`config.mk`:
```
export PLATFORM = sky130hd
export DESIGN_NAME = adam_pause_sequencer_flat
export DESIGN_NICKNAME = d
export VERILOG_FILES = /design/src/rtl/adam_pause_pkg.sv /design/src/rtl/adam_pause_sequencer_if.sv /design/src/rtl/adam_pause_sequencer.sv /design/src/flat_wrapper.sv
export SDC_FILE = /design/constraint.sdc
export NUM_CORES = 1
export LEC_CHECK = 0
export BUFFER_PORTS_ARGS = -buffer_cell sky130_fd_sc_hd__buf_2
export CAP_MARGIN = 10
export CORE_ASPECT_RATIO = 0.8
export CORE_MARGIN = 10
export CORE_UTILIZATION = 61
export DETAILED_ROUTE_END_ITERATION = 10
export GPL_ROUTABILITY_DRIVEN = 1
export PLACE_DENSITY_LB_ADDON = 0.1
export REMOVE_ABC_BUFFERS = 1
export SETUP_SLACK_MARGIN = 0.02
export SLEW_MARGIN = 10
export SYNTH_ARGS = -nofsm -noshare
export SYNTH_HDL_FRONTEND = slang
export SYNTH_SLANG_ARGS = --single-unit
```
`constraint.sdc`:
```
create_clock -name clk -period 5.15 [get_ports clk]
set_clock_uncertainty 0.15 [all_clocks]
set_input_delay 1.03 -clock clk [delete_from_list [all_inputs] [get_ports clk]]
set_output_delay 1.03 -clock clk [all_outputs]
set_load 0.02 [all_outputs]
```
`src/rtl/adam_pause_pkg.sv`:
```
// Shared types for the ordered pause/resume sequencer.
package adam_pause_pkg;

    typedef enum logic [1:0] {
        IDLE   = 2'd0,
        SCAN   = 2'd1,
        WAIT   = 2'd2,
        FINISH = 2'd3
    } state_e;

endpackage

```
`src/rtl/adam_pause_sequencer_if.sv`:
```
// Upstream req/ack pause port plus the fanned-out per-endpoint req/ack pairs.
interface adam_pause_sequencer_if #(
    parameter int unsigned NO_MSTS = 8
);
    logic               slv_req;
    logic               slv_ack;
    logic [NO_MSTS-1:0] mst_req;
    logic [NO_MSTS-1:0] mst_ack;

    // Sequencer side: answers the upstream port, drives the endpoints.
    modport slave (
        input  slv_req,
        input  mst_ack,
        output slv_ack,
        output mst_req
    );

    // Environment side: upstream requester and downstream endpoints.
    modport master (
        output slv_req,
        output mst_ack,
        input  slv_ack,
        input  mst_req
    );
endinterface

```
`src/rtl/adam_pause_sequencer.sv`:
```
// Ordered pause/resume fan-out: resume walks endpoints upward, pause walks
// them downward, one endpoint at a time, with a per-endpoint ack watchdog.
module adam_pause_sequencer
    import adam_pause_pkg::*;
#(
    parameter int unsigned NO_MSTS = 8,
    parameter int unsigned TIMEOUT = 1024
) (
    input  logic                   clk,
    input  logic                   rst,
    adam_pause_sequencer_if.slave  pif,
    input  logic [NO_MSTS-1:0]     en,
    output logic [NO_MSTS-1:0]     err,
    input  logic                   err_clr,
    output logic                   busy
);

    localparam int unsigned IW = (NO_MSTS > 1) ? $clog2(NO_MSTS) : 1;
    localparam int unsigned TW = (TIMEOUT > 1) ? $clog2(TIMEOUT + 1) : 1;

    state_e             state;
    logic               tgt;
    logic [NO_MSTS-1:0] en_q;
    logic [IW-1:0]      idx;
    logic [TW-1:0]      timer;
    logic [NO_MSTS-1:0] mst_req_q;
    logic               slv_ack_q;
    logic [NO_MSTS-1:0] err_q;
    logic               busy_q;

    logic               skip;
    logic               ack_hit;
    logic               to_hit;
    logic               advance;
    logic               idx_last;
    logic [IW-1:0]      idx_next;

    // Last index in walk order: top index when resuming, zero when pausing.
    function automatic logic is_last(input logic [IW-1:0] i, input logic t);
        return t ? (i == '0) : (i == IW'(NO_MSTS - 1));
    endfunction

    function automatic logic [IW-1:0] step(input logic [IW-1:0] i, input logic t);
        return t ? (i - IW'(1)) : (i + IW'(1));
    endfunction

    always_comb begin
        skip     = !en_q[idx] || ((mst_req_q[idx] == tgt) && (pif.mst_ack[idx] == tgt));
        ack_hit  = (pif.mst_ack[idx] == tgt);
        to_hit   = (TIMEOUT != 0) && (timer == TW'(TIMEOUT - 1));
        idx_last = is_last(idx, tgt);
        idx_next = step(idx, tgt);
        advance  = 1'b0;
        case (state)
            SCAN:    advance = skip;
            WAIT:    advance = ack_hit || to_hit;
            default: advance = 1'b0;
        endcase
    end

    always_ff @(posedge clk) begin
        if (rst) begin
            state     <= IDLE;
            tgt       <= 1'b1;
            en_q      <= '0;
            idx       <= '0;
            timer     <= '0;
            mst_req_q <= '1;
            slv_ack_q <= 1'b1;
            err_q     <= '0;
            busy_q    <= 1'b0;
        end else begin
            // A timeout set later in this block overrides the clear for its bit.
            if (err_clr) begin
                err_q <= '0;
            end
            case (state)
                IDLE: begin
                    if (pif.slv_req != slv_ack_q) begin
                        tgt    <= pif.slv_req;
                        en_q   <= en;
                        idx    <= pif.slv_req ? IW'(NO_MSTS - 1) : '0;
                        busy_q <= 1'b1;
                        state  <= SCAN;
                    end
                end
                SCAN: begin
                    if (!skip) begin
                        mst_req_q[idx] <= tgt;
                        timer          <= '0;
                        state          <= WAIT;
                    end
                end
                WAIT: begin
                    if (!ack_hit) begin
                        if (to_hit) begin
                            err_q[idx] <= 1'b1;
                        end else begin
                            timer <= timer + TW'(1);
                        end
                    end
                end
                FINISH: begin
                    slv_ack_q <= tgt;
                    busy_q    <= 1'b0;
                    state     <= IDLE;
                end
                default: state <= IDLE;
            endcase
            if (advance) begin
                if (idx_last) begin
                    state <= FINISH;
                end else begin
                    idx   <= idx_next;
                    state <= SCAN;
                end
            end
        end
    end

    assign pif.mst_req = mst_req_q;
    assign pif.slv_ack = slv_ack_q;
    assign err         = err_q;
    assign busy        = busy_q;

endmodule

```
`src/flat_wrapper.sv`:
```
// flat-port wrapper written by rule: the top's interface ports become plain ports
module adam_pause_sequencer_flat import adam_pause_pkg::*;
#(
    parameter int unsigned NO_MSTS = 8,
    parameter int unsigned TIMEOUT = 1024
)
  (clk, rst, en, err, err_clr, busy, pif_slv_req, pif_mst_ack, pif_slv_ack, pif_mst_req);
  adam_pause_sequencer_if #(.NO_MSTS(NO_MSTS)) pif_i ();
  input  logic clk;
  input  logic rst;
  input  logic [NO_MSTS-1:0] en;
  output logic [NO_MSTS-1:0] err;
  input  logic err_clr;
  output logic busy;
  input wire logic [$bits(pif_i.slv_req)-1:0] pif_slv_req;
  input wire logic [$bits(pif_i.mst_ack)-1:0] pif_mst_ack;
  output wire logic [$bits(pif_i.slv_ack)-1:0] pif_slv_ack;
  output wire logic [$bits(pif_i.mst_req)-1:0] pif_mst_req;
  assign pif_i.slv_req = pif_slv_req;
  assign pif_i.mst_ack = pif_mst_ack;
  assign pif_slv_ack = pif_i.slv_ack;
  assign pif_mst_req = pif_i.mst_req;
  adam_pause_sequencer #(.NO_MSTS(NO_MSTS), .TIMEOUT(TIMEOUT)) u_core (.clk(clk), .rst(rst), .pif(pif_i), .en(en), .err(err), .err_clr(err_clr), .busy(busy));
endmodule
```
==> out/qor.txt <==
EDFF count, synth: 0
post-CTS sizing: 0
simple-gate share of the synthesized area: 24.0%
post-DP HPWL: 4.12 mm
Hold Path Sink: u_core.err[6]$_SDFF_PP0_
TritonCTS buffer count: 5
Worst Tran Pin Value: 0.749 ns
clk buf depth: 2
crit path launch: u_core.idx[2]$_SDFF_PP0_
status: complete, no violations
r2r endpoint: u_core.idx[0]$_SDFF_PP0_
1st-iter DRT viols: 144
share of post-route cells with drive strength above 1: 19.4%
insertion delay to the later sink of the worst-skew pair: 0.29 ns
fin crit share: 64.2%
largest family of logic cells by synthesized area: simple AND/OR/NAND/NOR gates
CP endpoint kind: register
sequential area share after synthesis: 34.6%
largest net degree at the start of global routing: 26
mux cell area share after synthesis: 10.0%
Clock H-tree levels: 2
CTS Hold Bufs: 0
total power draw: 0.893 mW
GRT Overall Usage: 15.3%
r2r worst-path depth: 7
Max rail drop VDD: 0.200 mV
Filler cells: 317
die height: 77.2 um
Final Max Tran Viols: 0
nets: 340
FMAX: 302 MHz
worst hold path class: reg -> reg
CTS sink count: 43
vias in the first global route: 1998
hold_sp: u_core.err[6]$_SDFF_PP0_
RSZ-0062 raised after global routing: no
Rel. slew slack: 49.9%
Routed WL: 5.60 mm
Final Setup Violations: 0
routed via count: 2205
clock root buffer: clkbuf_8
share of flip-flops with an asynchronous set or reset: 0%
die area: 0.00706 mm2
startpoint types: register
crit path max fanout: 21
PortBufs: 37
drt wl/cell: 15.1 um
total number of yosys warnings: 0
Reg-to-Reg Start: u_core.idx[2]$_SDFF_PP0_
I/O pins: 38
GPL Wtd Cong: 0.886
multi-input logic area: 0.00146 mm2
Synth Area in Compound Gates: 19.7%
drt pass-1 iters: 4
top_reg_cell synth: dfxtp_1
Max Cap Viol: 0
critical path type: reg -> reg
Post-Synth Adder-Cell Area: 3.31%
final hold violations: 0
Post-CTS Setup Inserts: 0
first-pass GRT wire length: 9.36 mm
Yosys cell types: 51
Worst Path Required: 5.22 ns
Reg area: 861 um2
core area: 0.00388 mm2
hold depth: 2
Critical Path AT: 3.38 ns
CTS tree: yes
Clock transition at path regs: 0.08 ns
Pleak: 1.05 nW
Post-Synth XOR/XNOR Area: 1.41%
Synth Instances: 290
Routed Antenna Nets: 0
setup tns final: 0 ns
vias per inst: 5.96
FF-to-FF setup slack: 1.84 ns
initial antenna violation count: 0
P per Cell Area: 327 mW/mm2
Seq cells post-synth: 43
total congestion overflow: 0
Die Wd: 91.4 um
initial core utilization: 64.2%
Mapped Area: 0.00249 mm2
area grow syn2layout: 9.54%
num rows: 20
# diodes: 0
Avg Cell Area, Syn: 8.59 um2
number of remaining DRC errors: 0
minimum clock period: 3.31 ns
-- state kept, by name, summed over array words and instances (netlist names) --
register / count
u_core.err: 8
u_core.en_q: 8
u_core.tgt: 1
u_core.state: 2
u_core.pif.mst_req: 8
u_core.timer: 11
u_core.pif.slv_ack: 1
u_core.idx: 3
u_core.busy: 1
-- synthesized netlist by cell type (all sizes together) (2+ instances only) --
cell	count	area [um2]
dfxtp	43	861
a21oi	28	140
nor2	24	90.1
nand2	20	75.1
mux2i	16	160
clkbuf	11	41.3
inv	11	41.3
o211ai	11	87.6
buf	10	86.3
nand3	10	50.1
nand4	10	62.6
o21ai	10	50.0
nand2b	9	56.3
o31ai	8	70.1
or4	8	63.8
nor3	7	40.0
or3	7	43.8
ha	5	62.6
mux2	4	45.0
nor2b	4	25.0
xnor2	4	35.0
a211oi	3	27.5
a31oi	3	33.8
and3	3	18.8
nor3b	3	22.5
and2	2	12.5
mux4	2	45.0
o211a	2	27.5
o22ai	2	12.5
-- routing by layer --
layer / vias up / global-route usage [%] / share of wire [%]
li1: 1110 / - / -
met1: 1031 / 21.2 / 49
met2: 57 / 23.2 / 44
met3: 7 / 3.99 / 5.4
met4: 0 / 3.28 / 0.80
met5: - / 0 / 0
-- how the worst max path moves through the flow --
stage / cells past startpoint / to / slack [ns]
finish: 7 / u_core.idx[0]$_SDFF_PP0_ / 1.84
floorplan: 7 / u_core.timer[7]$_SDFFE_PP0P_ / 1.68
global route: 7 / u_core.idx[0]$_SDFF_PP0_ / 1.60
detailed placement: 8 / u_core.timer[7]$_SDFFE_PP0P_ / 1.68
global placement: 8 / u_core.timer[7]$_SDFFE_PP0P_ / 1.71
CTS: 7 / u_core.idx[0]$_SDFF_PP0_ / 1.86
-- kinds of logic (layout without fill, tap and decap cells) --
logic type,after synthesis,after routing
AND/OR/NAND/NOR,111,111
AO/OA/AOI/OAI,71,71
flip-flops,43,43
buffers and inverters,33,58
multiplexers,22,22
adder cells (fa/ha/maj),6,6
XOR/XNOR,4,4
-- placed cells by master, fill, tap and decap left out, types with 2 or more instances in the layout --
cell,netlist,layout
inv_1,10,10
and2_1,2,2
nand2_1,20,20
nand4_1,10,10
clkbuf_8,0,7
a31oi_1,2,2
a211oi_1,2,2
nor3_1,6,6
ha_1,5,5
o31ai_2,2,2
or4_1,7,7
o21ai_0,9,9
buf_2,3,37
nor2b_1,4,4
mux2_2,3,3
o31ai_1,6,6
o22ai_1,2,2
nor2_1,24,24
mux4_2,2,2
or3_1,7,7
nor3b_1,3,3
o211ai_1,10,10
dfxtp_1,43,43
a21oi_1,28,28
nand2b_1,9,9
and3_1,3,3
nand3_1,10,10
xnor2_1,4,4
mux2i_1,16,16
-- final cells by class --
| type | instances | area share [%] |
|---|---|---|
| multi-input cells | 214 | 53.4 |
| flip-flops and latches | 43 | 31.5 |
| repair buffers | 38 | 7.06 |
| clock buffers | 7 | 3.53 |
| well taps | 55 | 2.52 |
| inverters | 12 | 1.65 |
| clock inverters | 1 | 0.275 |
-- critical path, cell delays in order, from the launching register on --
cell	delay (ns)
dfxtp_1	0.81
nand2b_1	0.24
o32a_1	0.40
o211a_4	0.20
o211ai_2	0.63
o31ai_2	0.24
mux2_1	0.37
a211oi_2	0.19
-- metrics by stage --
step,instances,cell area [um2],setup WS [ns],hold WS [ns],util (%)
after detailed placement,362,2630,1.68,0.313,67.7
after CTS,370,2730,1.86,0.327,70.4
after global placement,362,2630,1.71,0.303,67.7
after global routing,370,2730,1.60,0.343,70.4
final,370,2730,1.84,0.324,70.4
after floorplan,269,2360,1.68,0.308,-
-- where the power goes --
part	leakage, nW	total [mW]	internal, mW	switching [mW]
Combinational	0.649	0.277	0.106	0.170
Clock	0.0505	0.234	0.122	0.112
Sequential	0.349	0.382	0.354	0.0279
Total	1.05	0.893	0.583	0.310
Note: power is estimated with default switching activity, not from simulation.
